File: config.mk
export PLATFORM = sky130hd
export DESIGN_NAME = input_debouncer_flat
export DESIGN_NICKNAME = d
export VERILOG_FILES = /design/src/rtl/input_debouncer_if.sv /design/src/rtl/input_debouncer.sv /design/src/flat_wrapper.sv
export SDC_FILE = /design/constraint.sdc
export NUM_CORES = 1
export LEC_CHECK = 0
export ABC_AREA = 1
export BUFFER_PORTS_ARGS = -buffer_cell sky130_fd_sc_hd__buf_4
export CORE_MARGIN = 3
export CORE_UTILIZATION = 55
export DETAILED_ROUTE_END_ITERATION = 8
export GPL_ROUTABILITY_DRIVEN = 0
export GPL_TIMING_DRIVEN = 0
export PLACE_DENSITY = 0.79
export SLEW_MARGIN = 20
export SYNTH_ARGS = -nofsm -noshare
export SYNTH_HDL_FRONTEND = slang
export SYNTH_SLANG_ARGS = --single-unit
export TNS_END_PERCENT = 1
File: constraint.sdc
create_clock -name clk -period 1.16 [get_ports clk]
set_input_delay 0.232 -clock clk [delete_from_list [all_inputs] [get_ports clk]]
set_output_delay 0.232 -clock clk [all_outputs]
set_load 0.01 [all_outputs]
File: src/rtl/input_debouncer_if.sv
// Bundle of the debouncer's data signals: raw synchronized inputs in,
// debounced levels and edge pulses out. clk/reset_n stay plain ports.
interface input_debouncer_if #(
  parameter int DIGITS = 6
);
  logic [DIGITS-1:0] sync_in;
  logic [DIGITS-1:0] level_out;
  logic [DIGITS-1:0] rise_pulse;
  logic [DIGITS-1:0] fall_pulse;

  // Producer of sync_in / consumer of the debounced outputs
  modport master (
    output sync_in,
    input  level_out, rise_pulse, fall_pulse
  );

  // The debouncer itself
  modport slave (
    input  sync_in,
    output level_out, rise_pulse, fall_pulse
  );
endinterface

File: src/rtl/input_debouncer.sv
// Per-bit debouncer + edge detector. A level change is accepted on the
// DEBOUNCE_CYCLES-th consecutive edge sampling the new value; level_out and
// the matching one-cycle rise/fall pulse update on that same edge.
// Optional auto-repeat of rise_pulse while a bit is held high is enabled by
// defining DEBOUNCER_AUTOREPEAT_EN.
module input_debouncer #(
  parameter int DIGITS          = 6,
  parameter int DEBOUNCE_CYCLES = 16,
  parameter int REPEAT_DELAY    = 4096,
  parameter int REPEAT_PERIOD   = 512
) (
  input  logic              clk,
  input  logic              reset_n,
  input_debouncer_if.slave  bus
);

  localparam int CW = (DEBOUNCE_CYCLES > 2) ? $clog2(DEBOUNCE_CYCLES) : 1;
  localparam logic [CW-1:0] CNT_MAX = CW'(DEBOUNCE_CYCLES - 1);

  logic [DIGITS-1:0][CW-1:0] cnt_q, cnt_d;
  logic [DIGITS-1:0]         level_q, level_d;
  logic [DIGITS-1:0]         rise_q, rise_d;
  logic [DIGITS-1:0]         fall_q, fall_d;

`ifdef DEBOUNCER_AUTOREPEAT_EN
  localparam int HW = $clog2(REPEAT_DELAY + 1);
  // hold_q counts edges since the rise; a pulse fires on the edge where it
  // would reach REPEAT_DELAY, and it reloads so the next hit is PERIOD later.
  localparam logic [HW-1:0] HOLD_LAST   = HW'(REPEAT_DELAY - 1);
  localparam logic [HW-1:0] HOLD_RELOAD = HW'(REPEAT_DELAY - REPEAT_PERIOD);

  logic [DIGITS-1:0][HW-1:0] hold_q, hold_d;
`endif

  // Next-state: mismatch counting, level acceptance, pulse generation
  always_comb begin
    cnt_d   = cnt_q;
    level_d = level_q;
    rise_d  = '0;
    fall_d  = '0;
`ifdef DEBOUNCER_AUTOREPEAT_EN
    hold_d  = hold_q;
`endif
    for (int i = 0; i < DIGITS; i++) begin
      if (bus.sync_in[i] == level_q[i]) begin
        // any matching sample throws away a partial run
        cnt_d[i] = '0;
      end else if (cnt_q[i] == CNT_MAX) begin
        level_d[i] = bus.sync_in[i];
        cnt_d[i]   = '0;
        rise_d[i]  = bus.sync_in[i];
        fall_d[i]  = ~bus.sync_in[i];
      end else begin
        cnt_d[i] = cnt_q[i] + CW'(1);
      end
`ifdef DEBOUNCER_AUTOREPEAT_EN
      // Only count while the bit stays high across this edge; the rise edge
      // itself and an accepted fall both leave the counter cleared.
      if (level_q[i] && level_d[i]) begin
        if (hold_q[i] == HOLD_LAST) begin
          rise_d[i] = 1'b1;
          hold_d[i] = HOLD_RELOAD;
        end else begin
          hold_d[i] = hold_q[i] + HW'(1);
        end
      end else begin
        hold_d[i] = '0;
      end
`endif
    end
  end

  // State and registered outputs
  always_ff @(posedge clk or negedge reset_n) begin
    if (!reset_n) begin
      cnt_q   <= '0;
      level_q <= '0;
      rise_q  <= '0;
      fall_q  <= '0;
`ifdef DEBOUNCER_AUTOREPEAT_EN
      hold_q  <= '0;
`endif
    end else begin
      cnt_q   <= cnt_d;
      level_q <= level_d;
      rise_q  <= rise_d;
      fall_q  <= fall_d;
`ifdef DEBOUNCER_AUTOREPEAT_EN
      hold_q  <= hold_d;
`endif
    end
  end

  assign bus.level_out  = level_q;
  assign bus.rise_pulse = rise_q;
  assign bus.fall_pulse = fall_q;

endmodule

File: src/flat_wrapper.sv
// flat-port wrapper written by rule: the top's interface ports become plain ports
module input_debouncer_flat 
#(
  parameter int DIGITS          = 6,
  parameter int DEBOUNCE_CYCLES = 16,
  parameter int REPEAT_DELAY    = 4096,
  parameter int REPEAT_PERIOD   = 512
)
  (clk, reset_n, bus_sync_in, bus_level_out, bus_rise_pulse, bus_fall_pulse);
  input_debouncer_if #(.DIGITS(DIGITS)) bus_i ();
  input  logic clk;
  input  logic reset_n;
  input wire logic [$bits(bus_i.sync_in)-1:0] bus_sync_in;
  output wire logic [$bits(bus_i.level_out)-1:0] bus_level_out;
  output wire logic [$bits(bus_i.rise_pulse)-1:0] bus_rise_pulse;
  output wire logic [$bits(bus_i.fall_pulse)-1:0] bus_fall_pulse;
  assign bus_i.sync_in = bus_sync_in;
  assign bus_level_out = bus_i.level_out;
  assign bus_rise_pulse = bus_i.rise_pulse;
  assign bus_fall_pulse = bus_i.fall_pulse;
  input_debouncer #(.DIGITS(DIGITS), .DEBOUNCE_CYCLES(DEBOUNCE_CYCLES), .REPEAT_DELAY(REPEAT_DELAY), .REPEAT_PERIOD(REPEAT_PERIOD)) u_core (.clk(clk), .reset_n(reset_n), .bus(bus_i));
endmodule
==> results of run 1 <==
==> cell families after synthesis <==
| group | after synthesis | share of synthesized area (%) |
|---|---|---|
| simple gates | 96 | 24.2 |
| flops | 42 | 60.3 |
| buf+inv | 30 | 6.46 |
| compound gates | 6 | 1.72 |
| xor+xnor | 6 | 3.01 |
| fa+ha+maj | 6 | 4.30 |
==> final cells by class <==
type                       instances  area, um2
clock buffer                       5       37.5
clock inverter                     2       10.0
fill                             230        782
inverter                          30        113
multi-input combinational        114        581
sequential                        42       1050
tap                               42       52.6
timing repair buffer              30        250
==> Yosys cell counts (all sizes together) <==
cell type / n / area (um2)
nand2: 42 / 158
nand4: 6 / 37.5
ha: 6 / 75.1
o21ai: 6 / 30.0
inv: 30 / 113
nand3: 12 / 90.1
dfrtp: 42 / 1050
nor2: 36 / 138
xnor2: 6 / 52.6
==> registers in the layout (all words and copies together), names as in the netlist <==
signal and flops:
u_core.cnt_q 24, u_core.bus.fall_pulse 6, u_core.bus.level_out 6, u_core.bus.rise_pulse 6
==> metrics by stage <==
step | hold WS, ns | cell area, um2 | utilization, % | setup TNS, ns | std cells
final | 0.137 | 2090 | 72.8 | 0 | 265
after detailed placement | 0.239 | 1980 | 69.0 | 0 | 253
after floorplan | -0.0636 | 1740 | - | 0 | 186
after global placement | 0.231 | 1980 | 69.0 | 0 | 253
after CTS | 0.126 | 2070 | 71.9 | -0.00519 | 262
after global routing | 0.118 | 2090 | 72.8 | -0.128 | 265
==> power by group <==
| group | internal (mW) | total (mW) | switching (mW) | leakage, nW |
|---|---|---|---|---|
| sequential | 1.51 | 1.57 | 0.0550 | 0.540 |
| combinational | 0.0766 | 0.185 | 0.108 | 0.606 |
| clock | 0.218 | 0.646 | 0.428 | 0.0308 |
==> routing by layer <==
metal,GRT usage [%],up-vias,routed length [um]
li1,-,647,-
met1,18.5,611,1110
met2,33.9,31,1640
met3,6.31,8,154
met4,8.82,0,71
met5,0,-,0
==> how the worst max path moves through the flow <==
stage                                              from                    endpoint  slack [ns]  cells after the start
floorplan                    u_core.cnt_q[20]$_DFF_PN0_  u_core.cnt_q[23]$_DFF_PN0_        0.20                      4
global placement             u_core.cnt_q[20]$_DFF_PN0_  u_core.cnt_q[23]$_DFF_PN0_        0.16                      4
detailed placement            u_core.cnt_q[0]$_DFF_PN0_   u_core.cnt_q[3]$_DFF_PN0_         0.1                      4
CTS                 u_core.bus.level_out[4]$_DFFE_PN0P_            bus_level_out[4]      -0.002                      1
global route        u_core.bus.level_out[1]$_DFFE_PN0P_            bus_level_out[1]       -0.04                      1
finish              u_core.bus.level_out[4]$_DFFE_PN0P_            bus_level_out[4]        0.01                      1
==> timing repair <==
action	4_1_cts	5_1_grt
buffers inserted	1	3
endpoints found under the hold margin	42	0
resized for setup	5	1
hold buffers	1	0
setup endpoints to repair	6	6
==> results.json, run 1 <==
{
  "die_y_um": 62.3,
  "critPathMaxFanout": 4,
  "critPathSlowestCell": "dfrtp_1",
  "num_antenna_cells": 0,
  "startpoint_type": "flop",
  "grt_max_degree": 43,
  "synthCells": 186,
  "start_util_pct": 60.6,
  "clock_latency_ns": 0.34,
  "drv_slew": 0,
  "rows": 19,
  "crit_arrival_ns": 0.91,
  "grt_pass1_wl_mm": 5.70,
  "cts-root-buf": "clkbuf_4",
  "viasPerCell": 4.89,
  "numPortBuffers": 25,
  "p_leak_nw": 1.18,
  "dieWidth_um": 62.3,
  "period_share_pct": 98.7,
  "status": "completed",
  "cp-end-kind": "primary output",
  "yosys_register_bits": 42,
  "fmax_mhz": 873,
  "worstReg2RegEnd": "u_core.cnt_q[3]$_DFF_PN0_",
  "r2r_start": "u_core.cnt_q[0]$_DFF_PN0_",
  "yosysWarningCount": 0,
  "drtAntennaViolNets": 0,
  "grt_setup_unrepaired": "true",
  "antenna_found_initial": 0,
  "grt-ovfl-total": 0,
  "cts_buffer_depth": 2,
  "worstPathCellList": "buf_6",
  "routedWlPerCell_um": 11.2,
  "worst-setup-path-type": "reg -> out",
  "yosysSeqAreaShare_pct": 60.3,
  "layout_common_cells": "nand2_1 (42), dfrtp_1 (42), nor2_1 (35)",
  "cts.sinks": 42,
  "hold_path_end": "u_core.bus.rise_pulse[0]$_DFF_PN0_",
  "skew_ns": 0.0111,
  "cp_data_required_time_ns": 0.93,
  "layout_setup_ws_ns": 0.0147,
  "hold_start": "bus_sync_in[0]",
  "core_mm2": 0.00288,
  "syn_to_final_growth_pct": 20.1,
  "die_area_mm2": 0.00388,
  "power_mw": 2.40,
  "place_ws_ns": 0.0977,
  "r2r_cells": 4,
  "fin_nets": 237,
  "vdd.ir_drop.worst_mv": 0.737,
  "finalCriticalPeriod_ns": 1.15,
  "finalSetupViolCount": 0,
  "first_pass_iters": 4,
  "worstMarginPinSlew_ns": 0.507,
  "drt-initial-drc-count": 47,
  "vias": 1297,
  "htree_levels": 2,
  "r2r_slack_ns": 0.09,
  "slew_headroom_pct": 66.2,
  "drive_gt1_share_pct": 19.3,
  "drc_errors": 0,
  "hpwl_mm": 2.25,
  "maxCapViolCount": 0,
  "hold_class": "in -> reg",
  "finalWirelength_mm": 2.97,
  "hold_path_depth": 3,
  "pin_count": 26,
  "hold_violations": 0,
  "synth_area_mm2": 0.00174,
  "syn-num-nets": 200,
  "avgSynthCellArea_um2": 9.38,
  "synthDistinctLibCells": 11,
  "cts_tree": "built",
  "cp_top_family": "flip-flops",
  "grt_util_all_layers_pct": 18.4,
  "crit_buf_inv": 1,
  "p_per_area_mw_per_mm2": 1150,
  "numCtsBuffers": 5,
  "grt_pass1_vias": 1379,
  "critical-path-max-stage-delay_ns": 0.44,
  "clk_pin_slew_ns": 0.12
}
Note: power is estimated with default switching activity, not from simulation.
==> inputs of run 2 (changes only) <==
--- a/config.mk
+++ b/config.mk
@@ -6,7 +6,7 @@
 export NUM_CORES = 1
 export LEC_CHECK = 0
 export ABC_AREA = 1
-export BUFFER_PORTS_ARGS = -buffer_cell sky130_fd_sc_hd__buf_4
+export BUFFER_PORTS_ARGS = -buffer_cell sky130_fd_sc_hd__buf_2
 export CORE_MARGIN = 3
 export CORE_UTILIZATION = 55
 export DETAILED_ROUTE_END_ITERATION = 8
==> results.json, run 2 (synthesis results as in run 1) <==
{
  "htree_levels": 2,
  "cts_buffer_depth": 2,
  "fin_nets": 234,
  "worstPathCellList": "buf_2",
  "grt_setup_unrepaired": "true",
  "grt_pass1_wl_mm": 5.20,
  "rows": 19,
  "viasPerCell": 4.85,
  "finalCriticalPeriod_ns": 1.16,
  "critical-path-max-stage-delay_ns": 0.43,
  "dieWidth_um": 62.3,
  "grt_pass1_vias": 1279,
  "cp_num_cells": 1,
  "antenna_found_initial": 0,
  "numPortBuffers": 25,
  "clock_latency_ns": 0.34,
  "num_antenna_cells": 0,
  "power_mw": 2.43,
  "hpwl_mm": 2.10,
  "fmax_mhz": 865,
  "crit_arrival_ns": 0.92,
  "cp_data_required_time_ns": 0.93,
  "status": "finished, violations left",
  "p_leak_nw": 1.14,
  "cp-end-kind": "primary output",
  "largest_register_ffs": 24,
  "finalSetupViolCount": 0,
  "startpoint_type": "flop",
  "p_per_area_mw_per_mm2": 1220,
  "period_share_pct": 99.6,
  "numCtsBuffers": 5,
  "vdd.ir_drop.worst_mv": 0.736,
  "syn_to_final_growth_pct": 14.0,
  "fin_util_pct": 69.1,
  "clk_pin_slew_ns": 0.11,
  "skew_ns": 0.00367,
  "hold_violations": 6,
  "maxCapViolCount": 0,
  "regMostFlops": "u_core.cnt_q",
  "crit_buf_inv": 1,
  "critPathMaxFanout": 4,
  "worstMarginPinSlew_ns": 0.874,
  "cts.sinks": 42,
  "die_area_mm2": 0.00388,
  "drc_errors": 0,
  "finalSetupTns_ns": 0,
  "finalWirelength_mm": 2.86,
  "pin_count": 26,
  "critPathSlowestCell": "dfrtp_1",
  "cts_hold_buffers": 0,
  "grt_util_all_layers_pct": 17.2,
  "first_pass_iters": 3,
  "die_y_um": 62.3,
  "routedWlPerCell_um": 11.0,
  "violations": "hold timing",
  "start_util_pct": 60.6,
  "drive_gt1_share_pct": 18.3,
  "drt-initial-drc-count": 44,
  "grt-ovfl-total": 0,
  "cts_tree": "built",
  "vias": 1265,
  "hold_ws_ns": -0.00460,
  "hold_class": "in -> async",
  "drv_slew": 0,
  "r2r_cells": 4,
  "drtAntennaViolNets": 0,
  "slew_headroom_pct": 41.7,
  "worst-setup-path-type": "reg -> out",
  "cts-root-buf": "clkbuf_4",
  "grt_max_degree": 43,
  "cp_top_family": "flip-flops",
  "layout_common_cells": "nand2_1 (42), dfrtp_1 (42), nor2_1 (35)",
  "core_mm2": 0.00288
}
run 2: worst register-to-register path: cells and delay by family, from the launching register on:
family | cells | cell delay, ns
fa+ha+maj | 1 | 0.25
simple gates | 3 | 0.33
flops | 1 | 0.43
run 2: what timing repair did:
| action | in CTS | in global routing |
|---|---|---|
| setup buffers | 1 | 1 |
| cloned | 0 | 0 |
| endpoints found under the setup margin | 4 | 6 |
| hold endpoints to repair | 0 | 0 |
| gates resized for setup | 0 | 0 |
run 2: final timing paths:
check                                               startpoint  slack, ns                             endpoint
max                        u_core.bus.level_out[0]$_DFFE_PN0P_      0.004                     bus_level_out[0]
min reg2reg                         u_core.cnt_q[12]$_DFF_PN0_       0.50           u_core.cnt_q[12]$_DFF_PN0_
min in group clk                                bus_sync_in[1]       0.13   u_core.bus.rise_pulse[1]$_DFF_PN0_
max reg2reg                         u_core.cnt_q[20]$_DFF_PN0_       0.09           u_core.cnt_q[23]$_DFF_PN0_
min                                                    reset_n     -0.005   u_core.bus.fall_pulse[4]$_DFF_PN0_
max in group asynchronous                              reset_n       0.63  u_core.bus.level_out[5]$_DFFE_PN0P_
run 2: power by group:
group	total, mW	switching [mW]	internal [mW]
sequential	1.57	0.0546	1.51
combinational	0.171	0.105	0.0662
clock	0.692	0.419	0.273
run 2: per-layer routing:
layer  up-vias  GRT usage [%]  part of all wire [%]
met3         7           6.67                   4.0
li1        643              -                     -
met1       597           17.0                    41
met5         -              0                     0
met2        18           32.0                    53
met4         0           7.16                   1.7
run 2: metrics by stage:
stage / cell area, um2 / setup slack (ns) / hold slack (ns) / cells
global route: 1990 / -0.0499 / 0.0456 / 261
finish: 1990 / 0.00424 / -0.00460 / 261
floorplan: 1740 / 0.204 / -0.0636 / 186
detailed placement: 1920 / 0.125 / 0.401 / 253
CTS: 1980 / -0.00912 / 0.0158 / 260
global placement: 1920 / 0.175 / 0.385 / 253
run 2: area by class of cell:
class	count	area (um2)
clock buffer	6	51.3
fill	219	888
inverter	30	113
multi-input combinational	114	581
sequential	42	1050
tap	42	52.6
timing repair buffer	27	140
